`src/rtl/lsu_pkg.sv`:
```
// -----------------------------------------------------------------------------
// lsu_pkg
// Shared defines for the execute stage and the load/store unit.
// Contents:
//   - ls_info one-hot bit positions (11-bit vector from decode)
//   - load-only slice positions, used by the load formatter
//   - LSU FSM state encoding
//   - access size codes and helpers for size and offset-mask lookup
// -----------------------------------------------------------------------------
package lsu_pkg;

  localparam int LS_INFO_W = 11;
  localparam int LS_LB     = 10;
  localparam int LS_LH     = 9;
  localparam int LS_LW     = 8;
  localparam int LS_LD     = 7;
  localparam int LS_LBU    = 6;
  localparam int LS_LHU    = 5;
  localparam int LS_LWU    = 4;
  localparam int LS_SB     = 3;
  localparam int LS_SH     = 2;
  localparam int LS_SW     = 1;
  localparam int LS_SD     = 0;

  // The load bits [10:4] are carried as a 7-bit slice; LD_BASE re-bases them.
  localparam int LD_INFO_W = 7;
  localparam int LD_BASE   = 4;

  typedef enum logic [1:0] {
    S_IDLE = 2'd0,
    S_REQ  = 2'd1,
    S_DONE = 2'd2
  } lsu_state_e;

  localparam logic [1:0] SIZE_B = 2'd0;
  localparam logic [1:0] SIZE_H = 2'd1;
  localparam logic [1:0] SIZE_W = 2'd2;
  localparam logic [1:0] SIZE_D = 2'd3;

  // log2 of the access size in bytes; an empty ls_info reads as a doubleword.
  function automatic logic [1:0] access_size(input logic [LS_INFO_W-1:0] info);
    logic [1:0] s;
    s = SIZE_D;
    if (info[LS_LB] | info[LS_LBU] | info[LS_SB])
      s = SIZE_B;
    else if (info[LS_LH] | info[LS_LHU] | info[LS_SH])
      s = SIZE_H;
    else if (info[LS_LW] | info[LS_LWU] | info[LS_SW])
      s = SIZE_W;
    else if (info[LS_LD] | info[LS_SD])
      s = SIZE_D;
    return s;
  endfunction

  // Offset bits that must be zero for a naturally aligned access of this size.
  function automatic logic [2:0] offset_mask(input logic [1:0] size);
    logic [2:0] m;
    m = 3'b111 << size;
    return ~m;
  endfunction

endpackage

```
`src/rtl/lsu_ldfmt.sv`:
```
// -----------------------------------------------------------------------------
// lsu_ldfmt
// Combinational load formatter: moves the addressed bytes of the returned
// doubleword down to bit 0, then sign- or zero-extends by load type.
// Ports:
//   rdata   in  XLEN  aligned doubleword from data memory
//   off     in  3     byte offset within the doubleword
//   ld_info in  7     load one-hot slice {lb,lh,lw,ld,lbu,lhu,lwu}
//   data    out XLEN  formatted load result
// -----------------------------------------------------------------------------
module lsu_ldfmt
  import lsu_pkg::*;
#(
  parameter int XLEN = 64
) (
  input  logic [XLEN-1:0]      rdata,
  input  logic [2:0]           off,
  input  logic [LD_INFO_W-1:0] ld_info,
  output logic [XLEN-1:0]      data
);

  logic [XLEN-1:0] shifted;

  assign shifted = rdata >> {off, 3'b000};

  // Select the extension for the one active load bit; ld passes through.
  always_comb begin
    data = shifted;
    if (ld_info[LS_LB - LD_BASE])
      data = {{(XLEN-8){shifted[7]}}, shifted[7:0]};
    else if (ld_info[LS_LH - LD_BASE])
      data = {{(XLEN-16){shifted[15]}}, shifted[15:0]};
    else if (ld_info[LS_LW - LD_BASE])
      data = {{(XLEN-32){shifted[31]}}, shifted[31:0]};
    else if (ld_info[LS_LBU - LD_BASE])
      data = {{(XLEN-8){1'b0}}, shifted[7:0]};
    else if (ld_info[LS_LHU - LD_BASE])
      data = {{(XLEN-16){1'b0}}, shifted[15:0]};
    else if (ld_info[LS_LWU - LD_BASE])
      data = {{(XLEN-32){1'b0}}, shifted[31:0]};
    else if (ld_info[LS_LD - LD_BASE])
      data = shifted;
  end

endmodule

```
`src/rtl/lsu.sv`:
```
// -----------------------------------------------------------------------------
// lsu
// Load/store unit between execute and writeback. Non-memory ops pass through
// with one cycle of latency; loads and stores issue one data-memory request
// and wait for its ack. The unit accepts a new op only in IDLE (o_ready).
// Ports:
//   clk, rst                      clock, asynchronous active-high reset
//   i_valid .. i_mem_write        execute-side op (rd result, address, data,
//                                 one-hot ls_info, load/store flags)
//   o_ready                       high when a new op can be accepted
//   o_dmem_*, i_dmem_ack/rdata    data-memory request/response
//   o_valid, o_rd_*               writeback result (o_rd_data also forwards)
//   o_misalign                    misaligned-access flag (only with macro)
// Configuration macro: LSU_MISALIGN_CHK_EN
//   defined   - misaligned accesses skip memory and finish with o_misalign=1
//   undefined - the offset is truncated to the access size and the access runs
// -----------------------------------------------------------------------------
module lsu
  import lsu_pkg::*;
#(
  parameter int XLEN = 64
) (
  input  logic                 clk,
  input  logic                 rst,
  input  logic                 i_valid,
  input  logic [XLEN-1:0]      i_rd_data,
  input  logic                 i_rd_wen,
  input  logic [4:0]           i_rd_addr,
  input  logic [XLEN-1:0]      i_mem_addr,
  input  logic [XLEN-1:0]      i_mem_wdata,
  input  logic [LS_INFO_W-1:0] i_ls_info,
  input  logic                 i_mem_read,
  input  logic                 i_mem_write,
  output logic                 o_ready,
  output logic                 o_dmem_req,
  output logic                 o_dmem_we,
  output logic [XLEN-1:0]      o_dmem_addr,
  output logic [XLEN-1:0]      o_dmem_wdata,
  output logic [7:0]           o_dmem_wmask,
  input  logic                 i_dmem_ack,
  input  logic [XLEN-1:0]      i_dmem_rdata,
  output logic                 o_valid,
  output logic                 o_rd_wen,
  output logic [4:0]           o_rd_addr,
  output logic [XLEN-1:0]      o_rd_data
`ifdef LSU_MISALIGN_CHK_EN
  ,
  output logic                 o_misalign
`endif
);

  lsu_state_e           state, state_nxt;
  logic                 accept, is_mem, is_store, is_load, misalign_now;
  logic [1:0]           size;
  logic [2:0]           off_raw, off_eff, off_q;
  logic [7:0]           wmask_new;
  logic [XLEN-1:0]      wdata_new, ld_data;
  logic                 rd_wen_q, is_load_q;
  logic [LD_INFO_W-1:0] ld_info_q;

  assign accept   = (state == S_IDLE) & i_valid;
  assign is_mem   = i_mem_read | i_mem_write;
  // Read and write together is a store.
  assign is_store = i_mem_write;
  assign is_load  = i_mem_read & ~i_mem_write;
  assign size     = access_size(i_ls_info);
  assign off_raw  = i_mem_addr[2:0];

`ifdef LSU_MISALIGN_CHK_EN
  assign misalign_now = is_mem & (|(off_raw & offset_mask(size)));
  assign off_eff      = off_raw;
`else
  assign misalign_now = 1'b0;
  assign off_eff      = off_raw & ~offset_mask(size);
`endif

  // Byte strobes follow the access size; loads never strobe.
  always_comb begin
    wmask_new = 8'h00;
    if (is_store) begin
      case (size)
        SIZE_B:  wmask_new = 8'h01 << off_eff;
        SIZE_H:  wmask_new = 8'h03 << off_eff;
        SIZE_W:  wmask_new = 8'h0F << off_eff;
        default: wmask_new = 8'hFF;
      endcase
    end
  end

  assign wdata_new = is_store ? (i_mem_wdata << {off_eff, 3'b000}) : '0;

  // State register.
  always_ff @(posedge clk or posedge rst) begin
    if (rst)
      state <= S_IDLE;
    else
      state <= state_nxt;
  end

  // Next state: memory ops wait in REQ for ack; everything else goes to DONE.
  always_comb begin
    state_nxt = state;
    case (state)
      S_IDLE: begin
        if (i_valid)
          state_nxt = (is_mem && !misalign_now) ? S_REQ : S_DONE;
      end
      S_REQ: begin
        if (i_dmem_ack)
          state_nxt = S_DONE;
      end
      S_DONE:  state_nxt = S_IDLE;
      default: state_nxt = S_IDLE;
    endcase
  end

  assign o_ready  = (state == S_IDLE);
  assign o_valid  = (state == S_DONE);
  assign o_rd_wen = rd_wen_q & o_valid;

  // Op capture at accept, request hold in REQ, and load result capture on ack.
  // The request registers are cleared asynchronously so a reset in REQ
  // abandons the access immediately.
  always_ff @(posedge clk or posedge rst) begin
    if (rst) begin
      o_dmem_req   <= 1'b0;
      o_dmem_we    <= 1'b0;
      o_dmem_addr  <= '0;
      o_dmem_wdata <= '0;
      o_dmem_wmask <= 8'h00;
      o_rd_addr    <= 5'd0;
      o_rd_data    <= '0;
      rd_wen_q     <= 1'b0;
      is_load_q    <= 1'b0;
      off_q        <= 3'd0;
      ld_info_q    <= '0;
    end else begin
      if (accept) begin
        o_rd_addr <= i_rd_addr;
        off_q     <= off_eff;
        ld_info_q <= i_ls_info[LS_INFO_W-1:LD_BASE];
        is_load_q <= is_load & ~misalign_now;
        if (!is_mem) begin
          o_rd_data <= i_rd_data;
          rd_wen_q  <= i_rd_wen;
        end else if (misalign_now) begin
          rd_wen_q  <= 1'b0;
        end else begin
          o_dmem_req   <= 1'b1;
          o_dmem_we    <= is_store;
          o_dmem_addr  <= {i_mem_addr[XLEN-1:3], 3'b000};
          o_dmem_wdata <= wdata_new;
          o_dmem_wmask <= wmask_new;
          rd_wen_q     <= i_rd_wen & ~is_store;
        end
      end
      if ((state == S_REQ) && i_dmem_ack) begin
        o_dmem_req <= 1'b0;
        o_dmem_we  <= 1'b0;
        if (is_load_q)
          o_rd_data <= ld_data;
      end
    end
  end

`ifdef LSU_MISALIGN_CHK_EN
  logic misalign_q;

  // Misalign flag for the current op, shown only while the result is valid.
  always_ff @(posedge clk or posedge rst) begin
    if (rst)
      misalign_q <= 1'b0;
    else if (accept)
      misalign_q <= misalign_now;
  end

  assign o_misalign = misalign_q & o_valid;
`endif

  lsu_ldfmt #(.XLEN(XLEN)) u_ldfmt (
    .rdata   (i_dmem_rdata),
    .off     (off_q),
    .ld_info (ld_info_q),
    .data    (ld_data)
  );

endmodule

```
`config.mk`:
```
export PLATFORM = sky130hd
export DESIGN_NAME = lsu
export DESIGN_NICKNAME = d
export VERILOG_FILES = /design/src/rtl/lsu_pkg.sv /design/src/rtl/lsu_ldfmt.sv /design/src/rtl/lsu.sv
export SDC_FILE = /design/constraint.sdc
export NUM_CORES = 1
export LEC_CHECK = 0
export ABC_AREA = 1
export CAP_MARGIN = 20
export CORE_AREA = 8 8 186 188
export CTS_BUF_LIST = sky130_fd_sc_hd__clkbuf_4 sky130_fd_sc_hd__clkbuf_8
export DETAILED_ROUTE_END_ITERATION = 12
export DIE_AREA = 0 0 194 196
export PLACE_DENSITY_LB_ADDON = 0.1
export SLEW_MARGIN = 10
export SYNTH_ARGS = -nofsm -noshare
export SYNTH_HDL_FRONTEND = slang
export SYNTH_SLANG_ARGS = --single-unit
export TNS_END_PERCENT = 20
```
`constraint.sdc`:
```
create_clock -name clk -period 11.9 [get_ports clk]
set_input_delay 1.19 -clock clk [delete_from_list [all_inputs] [get_ports clk]]
set_output_delay 1.19 -clock clk [all_outputs]
set_load 0.01 [all_outputs]
```
# After elaboration in Yosys (flattened, before gate mapping)
# Cells that the tools add are included.
op_classes:
  n_shift: 6
  eq_ne: 6
  bitwise_logic: 15
  n_mux: 27
  n_reduce_logical: 8
ops:
  columns: ["cell", "count"]
  rows:
  - ["64-bit two-way mux", 11]
  - ["64-bit by 6-bit left shift with 64-bit output", 1]
  - ["64-bit by 6-bit >> shifter with 64-bit output", 1]
  - ["8-bit one-hot mux with 3 select lines", 1]
  - ["2-bit two-way mux", 5]
  - ["1-bit two-way mux", 8]
  - ["8-bit two-way mux", 1]
  - ["1-bit by 3-bit left shift with 8-bit output, first input constant", 1]
  - ["2-bit by 3-bit left shift with 8-bit output, first input constant", 1]
  - ["4-bit by 3-bit left shift with 8-bit output, first input constant", 1]
  - ["1-bit OR", 7]
  - ["3-bit inverter", 2]
  - ["2-bit AND reduction", 3]
  - ["1-bit AND", 4]
  - ["2-bit by 1-bit == test with 1-bit output, second input constant", 2]
  - ["2-bit == test, second input constant", 2]
  - ["2-bit zero test", 2]
  - ["2-bit != test, second input constant", 2]
  - ["2-bit one-hot mux with 2 select lines", 1]
  - ["2-bit nonzero test", 2]
  - ["3-bit AND", 1]
  - ["3-bit by 2-bit left shift with 3-bit output, first input constant", 1]
  - ["1-bit logical AND", 1]
  - ["1-bit inverter", 1]
word_totals:
  register_bits: 218
  wordCells: 74

# Depth between registers and ports, before layout
# Gate-level depths: netlist of the first run.
depth:
  ltp_word: 12
  ltp_mapped: 14

# Hierarchy
# Synthesis of the first run repeated with hierarchy kept, for this count alone.
unflattened:
  cells_unflattened: 2060
  hier_area_um2: 13549.2
modules_own_cells:
  columns: ["module", "area_each_um2", "n_inst", "seq_area_each_um2", "cells_each"]
  rows:
  - ["lsu", 10696.5, 1, 5455.2, 1405]
  - ["lsu_ldfmt", 2852.7, 1, 0.0, 655]

# Least setup slack after synthesis of the first run
# OpenSTA, ideal clock, no wires.
synth_timing:
  path_type: "input port to flip-flop"
  start: "input port i_ls_info[6]"
  end: "register o_dmem_wdata[56]"
  path_slack_ns: 9.058
  setup_ns: 0.117
  t_arrival_ns: 2.724
  required_time_ns: 11.783
  path_buffers: 2
  cell_stages: 13
  cell_sequence: "nor3_1 nand2_1 ha_1 nand2_1 inv_1 buf_4 buf_2 nand2_1 nand3_1 o21ai_0 nand2_1 nand3_1 nand2_1"
synth_via:
  elab_chain_len: 9
synth_rtl:
  columns: ["item", "line", "rtl"]
  rows:
  - ["from (decl)", "lsu.sv:31", "input logic [LS_INFO_W-1:0] i_ls_info,"]
  - ["1-bit OR (2 in series)", "lsu_pkg.sv:44", "if (info[LS_LB] | info[LS_LBU] | info[LS_SB])"]
  - ["2-bit two-way mux", "lsu_pkg.sv:44", null]
  - ["3-bit by 2-bit left shift with 3-bit output", "lsu_pkg.sv:58", "m = 3'b111 << size;"]
  - ["3-bit inverter", "lsu_pkg.sv:59", "return ~m;"]
  - ["3-bit inverter", "lsu.sv:74", "assign off_eff = off_raw & ~offset_mask(size);"]
  - ["3-bit AND", "lsu.sv:74", null]
  - ["64-bit by 6-bit left shift with 64-bit output", "lsu.sv:90", "assign wdata_new = is_store ? (i_mem_wdata << {off_eff, 3'b000}) : '0;"]
  - ["64-bit two-way mux", "lsu.sv:90", null]
  - ["to (signal assigned)", "lsu.sv:152", "o_dmem_wdata <= wdata_new;"]
  - ["to (decl)", "lsu.sv:38", "output logic [XLEN-1:0] o_dmem_wdata,"]
# Every way passes these cells.
# A chain may end at the register's enable or synchronous reset.

# Worst setup path in the final report of the first run
layout_timing:
  start: "input port i_mem_write"
  end: "register o_dmem_wmask[6]"
layout_via:
  elab_chain_len: 2
  word_cells_on_any_way: 3
layout_rtl:
  columns: ["item", "line", "rtl"]
  rows:
  - ["from (decl)", "lsu.sv:33", "input logic i_mem_write,"]
  - ["1-bit OR", "lsu.sv:62", "assign is_mem = i_mem_read | i_mem_write;"]
  - ["2-bit AND reduction (no line)", null, null]
  - ["to (signal assigned)", "lsu.sv:153", "o_dmem_wmask <= wmask_new;"]
  - ["to (decl)", "lsu.sv:39", "output logic [7:0] o_dmem_wmask,"]
# Several ways; a longest one is shown, not always the timed one.

==> results.json, run 1 <==
{
  "drc": 0,
  "die_x_um": 194,
  "synth.ff_latch_count": 217,
  "slew_viol_final": 0,
  "status": "completed",
  "die_y_um": 196,
  "place_congestion": 0.9498,
  "critPathSlowestCell": "clkinv_2",
  "overflow": 0,
  "start_util": 0.4137,
  "peakVddDrop_mv": 0.1386,
  "yosysTopAreaCell": "dfrtp_1",
  "path_clk_slew_ps": 60,
  "setup_ws_ps": 7417,
  "cts_root_buf": "clkbuf_8",
  "ys_types": 40,
  "end_kind": "flop",
  "route.vias.total": 14580,
  "postCtsHoldBufs": 0,
  "drtPass1Iterations": 5,
  "fin_nets": 2553,
  "synth_top_area_share": 0.4118,
  "hp-class": "flop to flop",
  "clock_skew_ps": 24.42,
  "die_area_um2": 38020,
  "numCtsBuffers": 40,
  "tightest_slew_ps": 1148,
  "slew_headroom": 0.2293,
  "drive_gt1_frac": 0.09103,
  "netlist_instances": 1870,
  "crit_required_ps": 12320,
  "cts_resized": 0,
  "period_needed_ps": 4483,
  "synth_edf_count": 0,
  "dp_hpwl_mm": 39.80,
  "coreArea_um2": 31880,
  "post-place-ws_ps": 6835,
  "worstPathCellList": "clkdlybuf4s50_1, nor2_4, buf_4, nor2_4, buf_4, clkinv_2, buf_4, nand2_1, nand2_1, a31oi_1, o21ai_0",
  "fmax_mhz": 223.0,
  "num_io_pins": 489,
  "slowest_delay_ps": 790,
  "grt_pass1_wl_mm": 84.68,
  "min_period_over_period": 0.3768,
  "synth_area_per_cell_um2": 7.052,
  "htreeDepth": 2,
  "crit_type": "input port to flop",
  "grt_usage": 0.2795,
  "leakagePower_nw": 8.826,
  "num_rows": 66,
  "cts_buffer_depth": 3,
  "maxCapViolCount": 0,
  "grt_setup_unrepaired": "no",
  "synthArstFlopShare": 1.000,
  "syn-cell-area_um2": 13190,
  "ys_seq_area_frac": 0.4118,
  "hold_viol": 0,
  "wl_per_cell_um": 20.45,
  "routed_via_density": 5.375,
  "drt_iter0_drc": 1505,
  "power.total_mw": 3.963,
  "setup_viol": 0,
  "cts_tree": "built",
  "setup_tns_ps": 0,
  "cpMostUsedCell": "buf_4",
  "ys.flop_type": "dfrtp_1",
  "clk_latency_ps": 550,
  "synthTopCellsByArea": "dfrtp_1 (41%), nand2_1 (23%), o21ai_0 (5.5%)",
  "grt_pass1_vias": 13930,
  "drt_wl_total_mm": 55.49,
  "cts_setup_buffers": 0,
  "synth_warnings": 0,
  "grt_max_degree": 150,
  "crit_fanout": 85,
  "area_delta_synth_final_pct": 42.97,
  "antenna_found_initial": 10,
  "fin_cells": 2713,
  "cts_sinks": 217,
  "worstSetupStartpointType": "input port",
  "final_antenna_net_count": 0,
  "dp.cells": 2633,
  "io_buffer_count": 483,
  "p_per_area_nw_per_um2": 210.2,
  "holdWs_ps": 466.5,
  "arrival_ps": 4910
}
## per-stage QoR
step             util  cell area (um^2)
2_1_floorplan       -             13190
3_3_place_gp   0.5621             17920
5_1_grt        0.5915             18850
4_1_cts        0.5884             18760
6_report       0.5915             18850
3_5_place_dp   0.5621             17920
## critical path: cells and delay by family
kind / cells / cell delay, ps
AO/OA/AOI/OAI: 2 / 220
buffers and inverters: 5 / 2990
AND/OR/NAND/NOR: 4 / 440
## kinds of logic after synthesis
family	count (synthesis)	synth area share
AOI/OAI and AO/OA	421	0.1970
adders and majority gates	4	0.003796
buffers and inverters	209	0.07638
DFF	217	0.4118
muxes	1	0.0008539
other	1	0.0002844
and+or+nand+nor	1017	0.3099
## registers in the layout, summed over array words and instances, names as in the netlist
name	cells
o_dmem_addr	61
o_dmem_we	1
o_rd_addr	5
state	2
rd_wen_q	1
o_rd_data	64
o_dmem_wdata	64
o_dmem_wmask	8
ld_info_q	6
o_dmem_req	1
off_q	3
is_load_q	1
## worst paths after layout
kind | startpoint | end | slack (ps) | depth (start not counted)
max reg2reg | off_q[2]$_DFFE_PP0P_ | o_rd_data[9]$_DFF_PP0_ | 8110 | 6
min reg2reg | o_dmem_addr[10]$_DFFE_PP0P_ | o_dmem_addr[10]$_DFFE_PP0P_ | 470 | 2
max in group asynchronous | rst | off_q[0]$_DFFE_PP0P_ | 9550 | 3
min | o_dmem_addr[10]$_DFFE_PP0P_ | o_dmem_addr[10]$_DFFE_PP0P_ | 470 | 2
min in group asynchronous | rst | o_dmem_addr[42]$_DFFE_PP0P_ | 1040 | 2
max | i_mem_write | o_dmem_wmask[6]$_DFFE_PP0P_ | 7420 | 11
## placed cells by master, fill, tap and decap left out, types with 4 or more instances in the layout
cell type / n
a21oi_2: 33
nor2_2: 4
o31ai_1: 5
a22oi_1: 16
nand2_2: 5
o21ai_1: 30
nand3_1: 114
clkbuf_4: 7
buf_4: 18
ha_1: 4
a22oi_2: 7
nor3_1: 4
a31o_2: 41
dfrtp_1: 216
nand4_1: 7
or2_2: 11
clkinv_2: 8
a211oi_1: 6
inv_1: 51
nor2_4: 5
a21oi_1: 94
clkbuf_8: 50
o211ai_1: 18
nand2_1: 810
o21ai_0: 143
nor2_1: 52
clkdlybuf4s50_1: 483
diode_2: 9
inv_2: 5
a31oi_1: 22
## metal layers
metal / wire, um / track usage / vias up
li1: - / - / 6945
met3: 5202 / 0.07934 / 102
met5: 19 / 0 / -
met4: 2072 / 0.1058 / 2
met2: 25110 / 0.4348 / 707
met1: 23080 / 0.3659 / 6827
## power by group
| part | internal, mW | switching [mW] |
|---|---|---|
| clock | 0.424 | 0.333 |
| sequential | 1.01 | 0.164 |
| combinational | 0.884 | 1.15 |
## cell usage after synthesis, types with 2 or more instances
master / n
a211oi_1: 6
clkbuf_1: 52
or2_2: 11
nand4_1: 7
nand2_2: 2
nor3_1: 4
inv_2: 5
nor2_4: 4
a31o_2: 41
o21ai_2: 2
a21oi_1: 94
buf_1: 8
o211ai_1: 18
clkinv_1: 3
ha_1: 4
nor2_1: 52
a22oi_2: 7
inv_1: 53
dfrtp_1: 217
o21ai_0: 144
buf_2: 61
o21ai_1: 29
nand3_1: 114
a21oi_2: 33
buf_6: 12
o31ai_1: 5
a31oi_1: 22
nand2_1: 813
a22oi_1: 16
nand3_2: 3
buf_4: 15
nor2_2: 5
## cell type report
cell class | instances | area, um^2
flip-flops and latches | 217 | 5431
multi-input cells | 1446 | 6769
clock buffers | 57 | 740.7
diodes | 9 | 22.52
fillers | 3050 | 13020
well taps | 408 | 510.5
inverters | 61 | 237.7
clock inverters | 11 | 96.34
repair buffers | 504 | 5045
Power figures use the tool's default switching activity.
==> inputs of run 2 (changes only) <==
- clock period: 11.9 -> 4.4 ns (I/O delays scaled with it)
==> run 2 against run 1 <==
Against the previous run:
- routed wire length down 0.26%
- count of clock-buffer cells in the layout up 10
- core utilization up 0.27 points
- cell area up 0.45%
- die area unchanged
- first-iteration DRC count down 17%
- critical path type is now flop to flop
==> results.json, run 2 (synthesis gave the netlist of run 1 again) <==
{
  "status": "completed",
  "cts_setup_buffers": 0,
  "routed_via_density": 5.319,
  "grt_pass1_vias": 14320,
  "r2r-start": "off_q[0]$_DFFE_PP0P_",
  "wl_per_cell_um": 20.30,
  "cts_buffer_depth": 3,
  "path_delay_family": "simple AND/OR/NAND/NOR gates",
  "setup_ws_ps": 1217,
  "postCtsHoldBufs": 0,
  "crit_required_ps": 4860,
  "power.total_mw": 10.75,
  "multi_input_area_um2": 6769,
  "wl_met1_mm": 23.52,
  "holdWs_ps": 330.2,
  "hp-class": "input port to async pin",
  "slew_headroom": 0.3119,
  "maxCapViolCount": 0,
  "final_common_cell": "nand2_1",
  "grt_max_degree": 102,
  "leakagePower_nw": 8.868,
  "top_layer_used": "met5",
  "min_period_over_period": 0.7234,
  "critPathSlowestCell": "dfrtp_2",
  "drt_wl_total_mm": 55.35,
  "cts_sinks": 217,
  "clk_latency_ps": 550,
  "start_util": 0.4137,
  "antenna_found_initial": 14,
  "die_y_um": 196,
  "crit_fanout": 61,
  "setup_tns_ps": 0,
  "fmax_mhz": 314.2,
  "worstPathCellList": "inv_2, buf_4, nand3_1, nand2_1, nand3_2, nand2_1, nand2_1, nand2_1, nand2_1, a21oi_2",
  "num_rows": 66,
  "cts_tree": "built",
  "fin_util": 0.5941,
  "period_needed_ps": 3183,
  "p_per_area_nw_per_um2": 567.6,
  "wl_met3_mm": 4.800,
  "io_buffer_count": 483,
  "setup_viol": 0,
  "worstSetupStartpointType": "flop",
  "die_area_um2": 38020,
  "grt_usage": 0.2817,
  "final_antenna_net_count": 0,
  "numCtsBuffers": 40,
  "drt_iter0_drc": 1250,
  "clock_skew_ps": 23.51,
  "grt_setup_unrepaired": "no",
  "num_io_pins": 489,
  "seqCellArea_um2": 5431,
  "dp_hpwl_mm": 40.95,
  "largestRegisters": "o_dmem_wdata (64), o_rd_data (64), o_dmem_addr (61)",
  "hold_viol": 0,
  "final_cell_mix": "nand2_1 (810), clkdlybuf4s50_1 (483), dfrtp_1 (216), o21ai_0 (143), nand3_1 (114)",
  "drive_gt1_frac": 0.09458,
  "slew_viol_final": 0,
  "post-place-ws_ps": 1261,
  "fin_nets": 2559,
  "crit_type": "flop to flop",
  "cts_root_buf": "clkbuf_8",
  "tightest_slew_ps": 1025,
  "peakVddDrop_mv": 0.2784,
  "drtPass1Iterations": 5,
  "grt_pass1_wl_mm": 85.21,
  "route.met2.wl_mm": 24.99,
  "cts_resized": 0,
  "place_congestion": 0.9592,
  "coreArea_um2": 31880,
  "end_kind": "flop",
  "arrival_ps": 3640,
  "drc": 0,
  "slowest_delay_ps": 670,
  "route.vias.total": 14500,
  "die_x_um": 194,
  "cpMostUsedCell": "nand2_1",
  "num-fill-cells": 2990,
  "critPathBufInv": 2,
  "htreeDepth": 2,
  "area_delta_synth_final_pct": 43.62,
  "overflow": 0,
  "cp-startpoint": "off_q[0]$_DFFE_PP0P_",
  "path_clk_slew_ps": 60
}
-- run 2: cell types whose count changed in the layout (fill, tap and decap cells not counted), moves of 2 or more --
| cell | previous run | this run |
|---|---|---|
| diode_2 | 9 | 14 |
| buf_12 | 1 | 5 |
| clkbuf_4 | 7 | 20 |
| buf_4 | 18 | 22 |
| clkbuf_8 | 50 | 47 |
| clkinv_2 | 8 | 1 |
| buf_16 | 2 | 0 |
-- run 2: path summary, 6_finish.rpt --
check / end / slack, ps / cells after the start
worst min-delay path: off_q[2]$_DFFE_PP0P_ / 330 / 2
worst max-delay path: o_rd_data[55]$_DFF_PP0_ / 1220 / 10
worst min register to register: o_dmem_addr[13]$_DFFE_PP0P_ / 470 / 2
max in group asynchronous: o_rd_data[28]$_DFF_PP0_ / 3050 / 3
min in group clk: o_rd_addr[1]$_DFFE_PP0P_ / 430 / 3
worst max register to register: o_rd_data[55]$_DFF_PP0_ / 1220 / 10
-- run 2: per-stage QoR --
step | std cells | instance area, um^2
after global placement | 2642 | 18050
final | 2727 | 18940
after global routing | 2726 | 18940
after detailed placement | 2642 | 18050
after floorplan | 1872 | 13200
after CTS | 2713 | 18900
-- run 2: cell type report --
class                           instances  share of cell area
Antenna cell                           14            0.001850
Clock buffer                           67             0.04208
Clock inverter                          4            0.003171
Inverter                               61             0.01242
Multi-Input combinational cell       1446              0.3574
Sequential cell                       217              0.2868
Tap cell                              408             0.02696
Timing Repair Buffer                  510              0.2693
-- run 2: per-layer routing --
| layer | global-route usage | vias to the layer above |
|---|---|---|
| met5 | 0 | - |
| met4 | 0.1228 | 2 |
| met3 | 0.07214 | 101 |
| met2 | 0.4341 | 657 |
| met1 | 0.3710 | 6775 |
| li1 | - | 6969 |
-- run 2: power breakdown --
group | internal [mW] | switching, mW
clock | 1.20 | 0.876
sequential | 2.73 | 0.490
combinational | 2.39 | 3.07
total | 6.32 | 4.43
==> inputs of run 3 (changes only) <==
- clock period: 4.4 -> 3.2 ns (I/O delays scaled with it)
==> run 3 against run 2 <==
Against the previous run:
- sequential share of layout area fell by 0.36 points
- clock skew down 3.6 ps
- routed wire length grew 1.3%
- largest power group unchanged
==> results.json, run 3 (synthesis gave the netlist of run 1 again) <==
{
  "cts_tree": "built",
  "grt_pass1_wl_mm": 86.24,
  "setup_viol": 0,
  "worstSetupStartpointType": "flop",
  "arrival_ps": 3040,
  "die_y_um": 196,
  "end_kind": "flop",
  "cpMostUsedCell": "nand2_1",
  "drc": 0,
  "drt_wl_total_mm": 56.07,
  "num_io_pins": 489,
  "critPathSlowestCell": "dfrtp_2",
  "area_delta_synth_final_pct": 45.42,
  "r2r-start": "off_q[0]$_DFFE_PP0P_",
  "final_antenna_net_count": 0,
  "drt_iter0_drc": 1420,
  "final_common_cell": "nand2_1",
  "tightest_slew_ps": 859.6,
  "cts_root_buf": "clkbuf_8",
  "status": "completed",
  "maxCapViolCount": 0,
  "p_per_area_nw_per_um2": 789.6,
  "hold_viol": 0,
  "grt_usage": 0.2848,
  "crit_type": "flop to flop",
  "cts_sinks": 217,
  "fmax_mhz": 389.6,
  "drtPass1Iterations": 5,
  "path_delay_family": "simple AND/OR/NAND/NOR gates",
  "slowest_delay_ps": 580,
  "min_period_over_period": 0.8020,
  "grt_pass1_vias": 14360,
  "setup_tns_ps": 0,
  "seqCellArea_um2": 5431,
  "overflow": 0,
  "die_area_um2": 38020,
  "post-place-ws_ps": 402.9,
  "drive_gt1_frac": 0.09927,
  "coreArea_um2": 31880,
  "grt_setup_unrepaired": "no",
  "multi_input_area_um2": 6769,
  "clock_skew_ps": 19.90,
  "cts_buffer_depth": 3,
  "postCtsHoldBufs": 0,
  "critPathBufInv": 2,
  "fin_cells": 2739,
  "htreeDepth": 2,
  "dp_hpwl_mm": 41.61,
  "period_needed_ps": 2567,
  "hp-class": "input port to async pin",
  "path_clk_slew_ps": 70,
  "reg2reg_depth": 10,
  "start_util": 0.4137,
  "die_x_um": 194,
  "final_cell_mix": "nand2_1 (810), clkdlybuf4s50_1 (483), dfrtp_1 (216), o21ai_0 (144), nand3_1 (114)",
  "numCtsBuffers": 41,
  "peakVddDrop_mv": 0.5723,
  "routed_via_density": 5.333,
  "slew_viol_final": 0,
  "cp_num_cells": 10,
  "crit_required_ps": 3670,
  "fin_nets": 2571,
  "setup_ws_ps": 633.5,
  "leakagePower_nw": 8.978,
  "num-fill-cells": 3001,
  "dp.cells": 2653,
  "num_rows": 66,
  "slew_headroom": 0.4269,
  "route.vias.total": 14610,
  "antenna_found_initial": 14,
  "r2r_slack_ps": 630,
  "power.total_mw": 15.14,
  "cts_setup_buffers": 0,
  "worstPathCellList": "inv_2, buf_12, nand3_1, nand2_1, nand3_2, nand2_1, nand2_1, nand2_1, nand2_1, a21oi_2",
  "grt_max_degree": 87,
  "io_buffer_count": 483,
  "crit_fanout": 72,
  "cts_resized": 0,
  "largestRegisters": "o_dmem_wdata (64), o_rd_data (64), o_dmem_addr (61)",
  "r2r-end": "o_rd_data[55]$_DFF_PP0_",
  "place_congestion": 0.9563,
  "fin_util": 0.6016,
  "clk_latency_ps": 550,
  "wl_per_cell_um": 20.47
}
[run 3: changes by cell type in the layout (fill, tap and decap cells not counted)]
cell | previous run | this run
clkinv_8 | 1 | 0
buf_4 | 22 | 26
buf_12 | 5 | 12
clkinv_2 | 1 | 4
clkbuf_4 | 20 | 13
clkinvlp_4 | 1 | 3
bufinv_16 | 1 | 4
inv_8 | 0 | 1
clkbuf_8 | 47 | 48
o21ai_0 | 143 | 144
inv_6 | 1 | 0
o21ai_1 | 30 | 29
[run 3: layer usage]
layer  GRT usage  vias up  wire (um)
met5           0        -          9
met4      0.1081        2       1708
met2      0.4493      668      26150
met3     0.07300      106       4768
li1            -     6997          -
met1      0.3722     6833      23430
[run 3: worst max-delay path by stage]
stage	end	slack (ps)	from
2_1_floorplan	is_load_q$_DFFE_PP0P_	50	rst
3_3_place_gp	o_dmem_wdata[50]$_DFFE_PP0P_	450	i_ls_info[10]
3_5_place_dp	o_dmem_wdata[50]$_DFFE_PP0P_	400	i_ls_info[9]
4_1_cts	o_rd_data[37]$_DFF_PP0_	660	off_q[0]$_DFFE_PP0P_
5_1_grt	o_rd_data[55]$_DFF_PP0_	380	off_q[0]$_DFFE_PP0P_
6_report	o_rd_data[55]$_DFF_PP0_	630	off_q[0]$_DFFE_PP0P_
[run 3: cell type report]
class,instances,share of cell area
sequential,217,0.2832
multi-input combinational,1446,0.3530
antenna,14,0.001827
tap,408,0.02662
clock inverter,11,0.008678
inverter,61,0.01227
clock buffer,61,0.03954
timing repair buffer,521,0.2748
[run 3: report_power, final]
group | total, mW | leakage (nW) | internal (mW) | switching (mW)
Sequential | 4.41 | 2.73 | 3.75 | 0.655
Combinational | 7.62 | 5.76 | 3.36 | 4.25
Clock | 3.12 | 0.484 | 1.84 | 1.27
[run 3: worst min-delay path, stage by stage]
cell and delay (ps):
clkdlybuf4s50_1 440, clkinvlp_4 150, buf_12 370
[run 3: per-stage QoR]
stage	hold WS [ps]	instance area, um^2
finish	297.7	19180
global route	302.7	19170
CTS	264.8	19140
detailed placement	457.1	18220
global placement	453.1	18220
floorplan	427.2	13200
